**src/rtl/hex_input_pkg.sv**
```systemverilog
// Shared types, default timing and helpers for the hex key input block.
package hex_input_pkg;

    // Switch FSM states.
    typedef enum logic [1:0] {
        INIT   = 2'd0,
        IDLE   = 2'd1,
        SETTLE = 2'd2,
        EMIT   = 2'd3
    } state_e;

    // Default timing at 100 MHz.
    localparam int unsigned DEF_DEBOUNCE_CYCLES = 1000000;   // 10 ms
    localparam int unsigned DEF_REPEAT_DELAY    = 50000000;  // 500 ms
    localparam int unsigned DEF_REPEAT_PERIOD   = 20000000;  // 200 ms

    function automatic int unsigned max3(input int unsigned a, input int unsigned b,
                                         input int unsigned c);
        int unsigned m;
        m = (a > b) ? a : b;
        return (m > c) ? m : c;
    endfunction

    function automatic logic is_onehot(input logic [15:0] v);
        return (v != 16'd0) && ((v & (v - 16'd1)) == 16'd0);
    endfunction

    // Index of the highest set bit; only meaningful for one-hot input.
    function automatic logic [3:0] bit_index(input logic [15:0] v);
        logic [3:0] idx;
        idx = 4'd0;
        for (int i = 0; i < 16; i++) begin
            if (v[i]) idx = 4'(i);
        end
        return idx;
    endfunction

endpackage

```
**src/rtl/debounce_cell.sv**
```systemverilog
// Single-bit 2-flop synchronizer followed by a stable-time debouncer.
// The output level follows the synchronized input only once the input has
// held the same value for DEBOUNCE_CYCLES consecutive cycles.
module debounce_cell #(
    parameter int unsigned DEBOUNCE_CYCLES = 8,
    parameter int unsigned CNT_W           = 4
) (
    input  logic clk,
    input  logic rstn,
    input  logic din,
    output logic level
);

    localparam logic [CNT_W-1:0] LAST = CNT_W'(DEBOUNCE_CYCLES - 1);

    logic             s1;
    logic             s2;
    logic             prev;
    logic [CNT_W-1:0] cnt;
    logic             accept;

    assign accept = (s2 == prev) && (s2 != level) && (cnt >= LAST);

    // Synchronize the raw input into the clk domain.
    always_ff @(posedge clk or negedge rstn) begin
        if (!rstn) begin
            s1 <= 1'b0;
            s2 <= 1'b0;
        end else begin
            s1 <= din;
            s2 <= s1;
        end
    end

    // Count unchanged cycles (saturating) and adopt the new level when stable.
    always_ff @(posedge clk or negedge rstn) begin
        if (!rstn) begin
            prev  <= 1'b0;
            cnt   <= '0;
            level <= 1'b0;
        end else begin
            prev <= s2;
            if (s2 != prev) begin
                cnt <= '0;
            end else if (cnt != '1) begin
                cnt <= cnt + CNT_W'(1);
            end
            if (accept) begin
                level <= s2;
            end
        end
    end

endmodule

```
**src/rtl/hex_key_input.sv**
```systemverilog
// Hex digit entry from 16 slide switches plus a delete push-button.
// A single debounced switch toggle yields an add pulse with its index on hex;
// several toggles in one settle window yield multi instead. The delete button
// yields one del pulse per press, never in the same cycle as add.
// Optional feature: define HEX_KEY_AUTO_REPEAT_EN for del auto-repeat while
// the button is held.
module hex_key_input
    import hex_input_pkg::*;
#(
    parameter int unsigned DEBOUNCE_CYCLES = DEF_DEBOUNCE_CYCLES,
    parameter int unsigned REPEAT_DELAY    = DEF_REPEAT_DELAY,
    parameter int unsigned REPEAT_PERIOD   = DEF_REPEAT_PERIOD
) (
    input  logic        clk,
    input  logic        rstn,
    input  logic [15:0] sw,
    input  logic        btn_del,
    output logic [3:0]  hex,
    output logic        add,
    output logic        del,
    output logic        multi
);

    localparam int unsigned      MAX_PARAM = max3(DEBOUNCE_CYCLES, REPEAT_DELAY, REPEAT_PERIOD);
    localparam int unsigned      CNT_W     = $clog2(MAX_PARAM + 1);
    localparam logic [CNT_W-1:0] LAST      = CNT_W'(DEBOUNCE_CYCLES - 1);

    logic [15:0]      sw_s1;
    logic [15:0]      sw_s2;
    logic [15:0]      sw_prev;
    logic [15:0]      sw_stable;
    logic [15:0]      stable_d;
    logic [15:0]      diff;
    logic             sw_change;
    state_e           state;
    state_e           state_d;
    logic [CNT_W-1:0] cnt;
    logic [CNT_W-1:0] cnt_d;
    logic [CNT_W-1:0] cnt_inc;
    logic [3:0]       hex_d;
    logic             add_d;
    logic             multi_d;

    logic             btn_level;
    logic             btn_level_q;
    logic             btn_rise;
    logic             rep_req;
    logic             del_req;
    logic             del_d;
    logic             pend;
    logic             pend_d;

    assign sw_change = (sw_s2 != sw_prev);
    assign diff      = sw_s2 ^ sw_stable;
    assign cnt_inc   = (cnt == '1) ? cnt : cnt + CNT_W'(1);

    // Two-flop synchronizer for the switch bank, plus a one-cycle history for change detect.
    always_ff @(posedge clk or negedge rstn) begin
        if (!rstn) begin
            sw_s1   <= '0;
            sw_s2   <= '0;
            sw_prev <= '0;
        end else begin
            sw_s1   <= sw;
            sw_s2   <= sw_s1;
            sw_prev <= sw_s2;
        end
    end

    // Switch FSM next-state: settle the bank, then classify the toggle pattern.
    always_comb begin
        state_d  = state;
        cnt_d    = cnt;
        stable_d = sw_stable;
        hex_d    = hex;
        add_d    = 1'b0;
        multi_d  = 1'b0;
        case (state)
            INIT: begin
                if (sw_change) begin
                    cnt_d = '0;
                end else if (cnt >= LAST) begin
                    // Power-up snapshot: switches already on are not digits.
                    stable_d = sw_s2;
                    cnt_d    = '0;
                    state_d  = IDLE;
                end else begin
                    cnt_d = cnt_inc;
                end
            end
            IDLE: begin
                if (sw_s2 != sw_stable) begin
                    cnt_d   = '0;
                    state_d = SETTLE;
                end
            end
            SETTLE: begin
                if (sw_change) begin
                    cnt_d = '0;
                end else if (cnt >= LAST) begin
                    cnt_d   = '0;
                    state_d = EMIT;
                end else begin
                    cnt_d = cnt_inc;
                end
            end
            EMIT: begin
                if (is_onehot(diff)) begin
                    add_d = 1'b1;
                    hex_d = bit_index(diff);
                end else if (diff != 16'd0) begin
                    multi_d = 1'b1;
                end
                stable_d = sw_s2;
                state_d  = IDLE;
            end
            default: begin
                state_d = INIT;
                cnt_d   = '0;
            end
        endcase
    end

    // Switch FSM state, counter, snapshot and registered outputs.
    always_ff @(posedge clk or negedge rstn) begin
        if (!rstn) begin
            state     <= INIT;
            cnt       <= '0;
            sw_stable <= '0;
            hex       <= '0;
            add       <= 1'b0;
            multi     <= 1'b0;
        end else begin
            state     <= state_d;
            cnt       <= cnt_d;
            sw_stable <= stable_d;
            hex       <= hex_d;
            add       <= add_d;
            multi     <= multi_d;
        end
    end

    debounce_cell #(
        .DEBOUNCE_CYCLES (DEBOUNCE_CYCLES),
        .CNT_W           (CNT_W)
    ) u_del_db (
        .clk   (clk),
        .rstn  (rstn),
        .din   (btn_del),
        .level (btn_level)
    );

    assign btn_rise = btn_level & ~btn_level_q;

`ifdef HEX_KEY_AUTO_REPEAT_EN
    logic [CNT_W-1:0] rpt_cnt;
    logic             rpt_first;
    logic [CNT_W-1:0] rpt_limit;

    assign rpt_limit = rpt_first ? CNT_W'(REPEAT_DELAY) : CNT_W'(REPEAT_PERIOD);
    assign rep_req   = btn_level && !btn_rise && (rpt_cnt >= rpt_limit);

    // Hold timer: counts cycles since the press (or last repeat) while held.
    always_ff @(posedge clk or negedge rstn) begin
        if (!rstn) begin
            rpt_cnt   <= '0;
            rpt_first <= 1'b1;
        end else if (!btn_level) begin
            rpt_cnt   <= '0;
            rpt_first <= 1'b1;
        end else if (rep_req) begin
            // Next request lands REPEAT_PERIOD cycles after this one.
            rpt_cnt   <= CNT_W'(1);
            rpt_first <= 1'b0;
        end else if (rpt_cnt != '1) begin
            rpt_cnt <= rpt_cnt + CNT_W'(1);
        end
    end
`else
    assign rep_req = 1'b0;
`endif

    assign del_req = btn_rise | rep_req;

    // Arbitrate del against add; a blocked request waits in the one-deep pending flag.
    always_comb begin
        del_d  = 1'b0;
        pend_d = pend;
        if (add_d || del) begin
            // Also blocks on del so del never stays high two cycles running.
            pend_d = pend | del_req;
        end else if (pend) begin
            del_d  = 1'b1;
            pend_d = 1'b0;
        end else begin
            del_d = del_req;
        end
    end

    // Delete path registers.
    always_ff @(posedge clk or negedge rstn) begin
        if (!rstn) begin
            btn_level_q <= 1'b0;
            pend        <= 1'b0;
            del         <= 1'b0;
        end else begin
            btn_level_q <= btn_level;
            pend        <= pend_d;
            del         <= del_d;
        end
    end

endmodule

```
**config.mk**
```make
export PLATFORM = sky130hd
export DESIGN_NAME = hex_key_input
export DESIGN_NICKNAME = d
export VERILOG_FILES = /design/src/rtl/hex_input_pkg.sv /design/src/rtl/debounce_cell.sv /design/src/rtl/hex_key_input.sv
export SDC_FILE = /design/constraint.sdc
export NUM_CORES = 1
export LEC_CHECK = 0
export ABC_AREA = 0
export ABC_CLOCK_PERIOD_IN_PS = 6500
export CAP_MARGIN = 40
export CORE_ASPECT_RATIO = 0.9
export CORE_UTILIZATION = 67
export CTS_BUF_LIST = sky130_fd_sc_hd__clkbuf_4 sky130_fd_sc_hd__clkbuf_8
export DETAILED_ROUTE_END_ITERATION = 10
export PLACE_DENSITY = 0.95
export SLEW_MARGIN = 20
export SYNTH_ARGS = -nofsm -noshare
export SYNTH_HDL_FRONTEND = slang
export SYNTH_SLANG_ARGS = --single-unit
```
**constraint.sdc**
```tcl
create_clock -name clk -period 6.5 [get_ports clk]
set_clock_uncertainty 0.05 [all_clocks]
set_input_delay 1.3 -clock clk [delete_from_list [all_inputs] [get_ports clk]]
set_output_delay 1.3 -clock clk [all_outputs]
set_load 0.01 [all_outputs]
```
==> results of run 1 <==
-- registers in the layout, summed over array words and instances (netlist names), 2 cells and up --
register and cells:
cnt 26, hex 4, state 2, sw_prev 16, sw_s1 16, sw_s2 16, sw_stable 16, u_del_db.cnt 26
-- worst register-to-register path: stages, from the launching register on --
cell and delay [ns]:
dfrtp_1 0.43, xnor2_1 0.62, nand2_1 0.21, nor2_1 0.22, a31oi_1 0.14, nor4_1 0.47, nor2b_1 0.68, mux2_4 0.36
-- cells in the final DEF (no fill, tap or decap), types with 8 or more instances in the layout --
master,count
dfrtp_1,131
nor2_1,48
xnor2_1,41
nand2_1,41
o21ai_0,41
clkdlybuf4s50_1,24
clkbuf_8,17
nand3_1,15
nand4_1,14
and3_1,13
mux2_4,13
xor2_1,11
a21oi_1,10
inv_1,9
a31oi_1,9
nor4_1,9
and2_1,8
-- final cells by class --
type | count | area [um2] | share of cell area, %
Clock inverter | 14 | 131.4 | 1.987
Timing Repair Buffer | 30 | 312.8 | 4.731
Clock buffer | 18 | 241.5 | 3.653
Multi-Input combinational cell | 362 | 2470 | 37.36
Inverter | 9 | 33.78 | 0.5110
Sequential cell | 131 | 3278 | 49.58
Tap cell | 115 | 143.9 | 2.176
-- worst paths after layout --
kind / start / to / slack (ns) / cells past startpoint
min: sw_s1[6]$_DFF_PN0_ / sw_s2[6]$_DFF_PN0_ / 0.30 / 0
min in group asynchronous: rstn / sw_s1[12]$_DFF_PN0_ / 0.84 / 1
min reg2reg: sw_s1[6]$_DFF_PN0_ / sw_s2[6]$_DFF_PN0_ / 0.30 / 0
max reg2reg: sw_s2[9]$_DFF_PN0_ / hex[2]$_DFFE_PN0P_ / 3.20 / 7
max: sw_s2[9]$_DFF_PN0_ / hex[2]$_DFFE_PN0P_ / 3.20 / 7
max in group asynchronous: rstn / sw_s2[15]$_DFF_PN0_ / 4.50 / 3
-- through the flow --
stage	hold slack (ns)	power (mW)	setup WS, ns	util, %
finish	0.3003	1.580	3.199	80.02
CTS	0.2992	1.581	3.341	79.55
floorplan	0.2812	0.8999	4.238	-
global route	0.2990	1.640	3.089	80.02
global placement	0.2820	0.9350	3.651	74.91
detailed placement	0.2855	0.9410	3.483	75.04
-- logic make-up after synthesis --
| family | count (synthesis) |
|---|---|
| xor+xnor | 55 |
| fa+ha+maj | 8 |
| buf+inv | 20 |
| compound gates | 90 |
| flops | 131 |
| simple gates | 186 |
| mux | 23 |
-- routing by layer --
metal  vias to the layer above  wire (um)  track usage (%)
met1                      2090       4827            35.60
met4                         0        357            12.08
met3                        45        890            10.60
li1                       1891          -                -
met5                         -          0                0
met2                       210       6357            49.43
-- report_power, final --
group	switching, mW	internal [mW]
logic	0.0462	0.0329
clock network	0.342	0.309
registers	0.0171	0.833
total	0.405	1.17
==> impl_results.md, run 1 <==
- Crit path arrival time: 3.58 ns
- 1st-pass router iterations: 6
- Final Wtd Congestion: 0.8360
- Endpoints failing hold: 0
- Starting DRT DRC Count: 283
- Area after DPL: 6200 um2
- Die ar.: 9126 um2
- Routed via count: 4236
- Syn Nets: 539
- HP Class: register to register
- Main synth FF type: dfrtp_1
- Area leader, netlist: dfrtp_1
- CP endpoint kind: register
- Layout net count: 577
- Non-Filler Instances: 679
- Cell Chain, Critical Path: xnor2_1, nand2_1, nor2_1, a31oi_1, nor4_1, nor2b_1, mux2_4
- Setup TNS Final: 0 ns
- Synth Area in Compound Gates: 10.06%
- CTS resizes: 0
- Post-DRT Antenna Nets: 0
- Layout area overhead: 12.81%
- Sequential area share after synthesis: 55.94%
- Mapped Avg Cell Area: 11.42 um2
- Crit Path Max Fanout: 7
- Largest net degree at the start of global routing: 75
- Leak Pwr: 2.829 nW
- Slew HR: 49.42%
- Top post-synthesis cells by area: dfrtp_1 56%, xnor2_1 6.1%, o21ai_0 3.5%
- Total Wirelength: 12.43 mm
- PwrDens: 239.0 nW/um2
- Mapped cell area: 5861 um2
- Final Instance Area: 6611 um2
- Critical path's slowest cell: nor2b_1
- Initial antenna violation count: 0
- Critical path's top delay family: simple AND/OR/NAND/NOR gates
- Count of different cell masters after synthesis: 57
- Simple-gate share of the synthesized area: 16.63%
- Global route total overflow: 0
- Vias in the first global route: 4311
- Die W: 100.6 um
- Fmax: 302.9 MHz
- RSZ-0062 raised after global routing: false
- Max Cap Violations: 0
- Post-synth EDFFs: 0
- Hold Buf Count CTS: 0
- Clk root buf: clkbuf_8
- Tcrit/Tclk final: 50.79%
- H-tree depth: 4
- PortBufs: 25
- Xor and xnor area share after synthesis: 8.604%
- FILL cells: 448
- Initial core utilization: 70.94%
- Cell with the most instances after synthesis: dfrtp_1
- Top-area cell type share of the netlist area: 55.94%
- Vias per cell: 6.239
- YS warnings: 0
- Post-Place Cells: 645
- Post-synth ARST share: 100.0%
- Post-Synth Adder-Cell Area: 1.665%
- Worst-path clk slew: 0.07 ns
- Fin. max-slew vios: 0
- Mux cell area share after synthesis: 5.188%
- First-pass GRT wire length: 20.51 mm
- Most common library cells after synthesis: 131 x dfrtp_1, 48 x nor2_1, 41 x nand2_1, 41 x o21ai_0, 41 x xnor2_1
- CP required: 6.78 ns
- Largest family of logic cells by synthesized area: simple AND/OR/NAND/NOR gates
- Worst-margin pin slew: 0.7571 ns
- WS Path Type: register to register
- Clk buf depth: 2
- Drt drc: 0
- Detailed Place HPWL: 7.772 mm
- #FFs+latches synth: 131
- Row cnt: 31
- Mapped Cells: 513
- Outcome: complete, no violations
- Skew-Pair Late Insertion Delay: 0.45 ns
- Share of cells above drive strength 1: 14.36%
- Worst path bufs/invs: 0
- Core Area: 8262 um2
- Clock sinks: 131
- Crit path largest cell delay: 0.68 ns
- Vert. Die Dim: 90.73 um
- Minimum clock period: 3.301 ns
- Startpoint Class: register
- Ports: 26
- DR WL/cell: 18.31 um
- Total CTS buffers: 17
- ANT cells: 0
- Peak VDD IR: 0.3346 mV
- Final Setup Violations: 0
- Post CTS Setup Buffer Count: 0
- GR Util All Layers: 29.95%
- Clock tree from TritonCTS: yes
Power figures use the tool's default switching activity.
==> run 2, diff against run 1 <==
ABC_CLOCK_PERIOD_IN_PS = 2800   (was 6500)
CORE_UTILIZATION = 57   (was 67)
PLACE_DENSITY = 0.9   (was 0.95)
clock period = 2.8 ns   (was 6.5 ns; I/O delays follow)
==> run 2 against run 1 <==
Net effect:
- worst hold slack worse by 0.22 ns
- critical path depth is 1 higher
- sequential cell count did not move
- clock power increased to 2.6 times the previous value
- setup slack worse by 3.1 ns
- global-route usage fell by 5.5 points
- first-iteration DRC count rose by 69%
- non-clock buffer count rose by 7
- core utilization down 11 points
- combinational power rose by 130%
- via count shrank 2.6%
- largest power group unchanged
==> impl_results.md, run 2 (synthesis gave the netlist of run 1 again) <==
- Outcome: complete, no violations
- Critical path's slowest cell: dfrtp_1
- Crit path largest cell delay: 0.45 ns (-0.23 ns)
- Final Wtd Congestion: 0.9029 (+8.0%)
- Vias per cell: 5.921 (-5.1%)
- Total CTS buffers: 17 (unchanged)
- Clock sinks: 131 (unchanged)
- Most common cell after layout, fill and taps aside: dfrtp_1
- Drt drc: 0 (unchanged)
- Layout area overhead: 15.46%
- Global route total overflow: 0 (unchanged)
- Skew-Pair Late Insertion Delay: 0.44 ns (about the same)
- Initial core utilization: 59.64% (-11 points)
- Worst setup margin: 0.1154 ns (-3.083 ns)
- PwrDens: 571.2 nW/um2 (+140%)
- HP Class: input port to async pin
- ANT cells: 0 (unchanged)
- Crit Path Max Fanout: 5 (-2)
- Leak Pwr: 2.926 nW (+3.4%)
- Total Wirelength: 11.87 mm (-4.5%)
- Worst-margin pin slew: 0.6365 ns (-0.1206 ns)
- Final Setup Violations: 0 (unchanged)
- Worst path depth: 8 (+1)
- Peak VDD IR: 0.6590 mV (+97%)
- Initial antenna violation count: 0 (unchanged)
- GR Util All Layers: 24.49% (-5.5 points)
- FILL cells: 665 (+48%)
- Max Cap Violations: 0 (unchanged)
- Tcrit/Tclk final: 95.88% (+45 points)
- Clock tree from TritonCTS: yes
- Most frequent cells in the layout: 131 x dfrtp_1, 48 x nor2_1, 41 x nand2_1, 41 x o21ai_0, 40 x xnor2_1
- Die ar.: 10690 um2 (+17%)
- H-tree depth: 4 (unchanged)
- Ports: 26 (unchanged)
- Clk root buf: clkbuf_8
- Final Power: 3.865 mW (+140%)
- CP required: 3.09 ns (-3.69 ns)
- Share of cells above drive strength 1: 15.59% (+1.2 points)
- Largest net degree at the start of global routing: 45 (-40%)
- Core Area: 9827 um2 (+19%)
- Endpoints failing hold: 0 (unchanged)
- Routed via count: 4127 (-2.6%)
- Fin. max-slew vios: 0 (unchanged)
- 1st-pass router iterations: 7 (+1)
- PortBufs: 25 (unchanged)
- Row cnt: 34 (+9.7%)
- Worst path bufs/invs: 1 (+1)
- Clk buf depth: 2 (unchanged)
- FF-to-FF path depth: 8 (+1)
- Die W: 108.9 um (+8.3%)
- Layout net count: 584 (+1.2%)
- Dpl ws: 0.2075 ns (-3.275 ns)
- Minimum clock period: 2.685 ns (-0.6168 ns)
- WS Path Type: register to register
- Largest registers: cnt x26, u_del_db.cnt x26
- CP endpoint kind: register
- Fmax: 372.5 MHz (+23%)
- Post-DRT Antenna Nets: 0 (unchanged)
- Critical path's top delay family: simple AND/OR/NAND/NOR gates
- Worst-path clk slew: 0.08 ns (about the same)
- DR WL/cell: 17.03 um (-7.0%)
- First-pass GRT wire length: 20.04 mm (-2.3%)
- Vias in the first global route: 4128 (-4.2%)
- Slew HR: 57.57% (+8.1 points)
- Startpoint Class: register
- Vert. Die Dim: 98.20 um (+8.2%)
- Detailed Place HPWL: 8.038 mm (+3.4%)
- Crit path arrival time: 2.97 ns (-0.61 ns)
- Post CTS Setup Buffer Count: 0 (unchanged)
- Starting DRT DRC Count: 477 (+69%)
- Cell Chain, Critical Path: xnor2_2, nand4_2, o41ai_2, nand2_1, nor4_1, nor2b_1, buf_4, mux2_4
==> run 2: layer usage <==
metal  up-vias  share of wire, %  wire [um]  GRT usage (%)
met5         -                 0          0              0
met4         0               1.7        203          7.277
met3        26               5.8        690          6.609
met2       150                48       5734          38.12
met1      2034                44       5240          33.63
li1       1917                 -          -              -
==> run 2: layout make-up <==
class	instances	area, um2	area share [%]
Clock buffer	19	255.2	3.772
Clock inverter	13	171.4	2.533
Inverter	9	33.78	0.4993
Multi-Input combinational cell	362	2495	36.87
Sequential cell	131	3278	48.45
Tap cell	126	157.7	2.330
Timing Repair Buffer	37	375.4	5.547
==> run 2: stage by stage <==
step	setup TNS [ns]	hold slack [ns]	util, %	area (um2)	instances
6_report	0	0.08520	68.86	6766	697
5_1_grt	-0.02093	0.1274	68.86	6766	697
4_1_cts	0	0.1027	68.60	6741	697
3_5_place_dp	0	0.2863	64.26	6315	665
3_3_place_gp	0	0.2819	64.26	6315	665
2_1_floorplan	0	0.2144	-	5861	513
==> run 2: where the power goes <==
group,internal [mW],switching [mW],total [mW]
logic,0.0795,0.105,0.184
registers,1.93,0.0395,1.97
clock network,0.929,0.777,1.71
==> run 2: repair_timing <==
| item | in CTS | in global routing |
|---|---|---|
| hold buffers | 0 | 0 |
| setup endpoints to repair | 0 | 12 |
| hold endpoints to repair | 0 | 0 |
| gates resized for setup | 0 | 3 |
==> run 2: final timing paths <==
| kind | start | end | slack [ns] |
|---|---|---|---|
| worst max-delay path | sw_s2[4]$_DFF_PN0_ | hex[1]$_DFFE_PN0P_ | 0.12 |
| min in group clk | u_del_db.s1$_DFF_PN0_ | u_del_db.s2$_DFF_PN0_ | 0.30 |
| worst max register to register | sw_s2[4]$_DFF_PN0_ | hex[1]$_DFFE_PN0P_ | 0.12 |
| worst min-delay path | rstn | sw_prev[5]$_DFF_PN0_ | 0.09 |
| max in group asynchronous | rstn | cnt[7]$_DFFE_PN0P_ | 1.93 |
| worst min register to register | u_del_db.s1$_DFF_PN0_ | u_del_db.s2$_DFF_PN0_ | 0.30 |
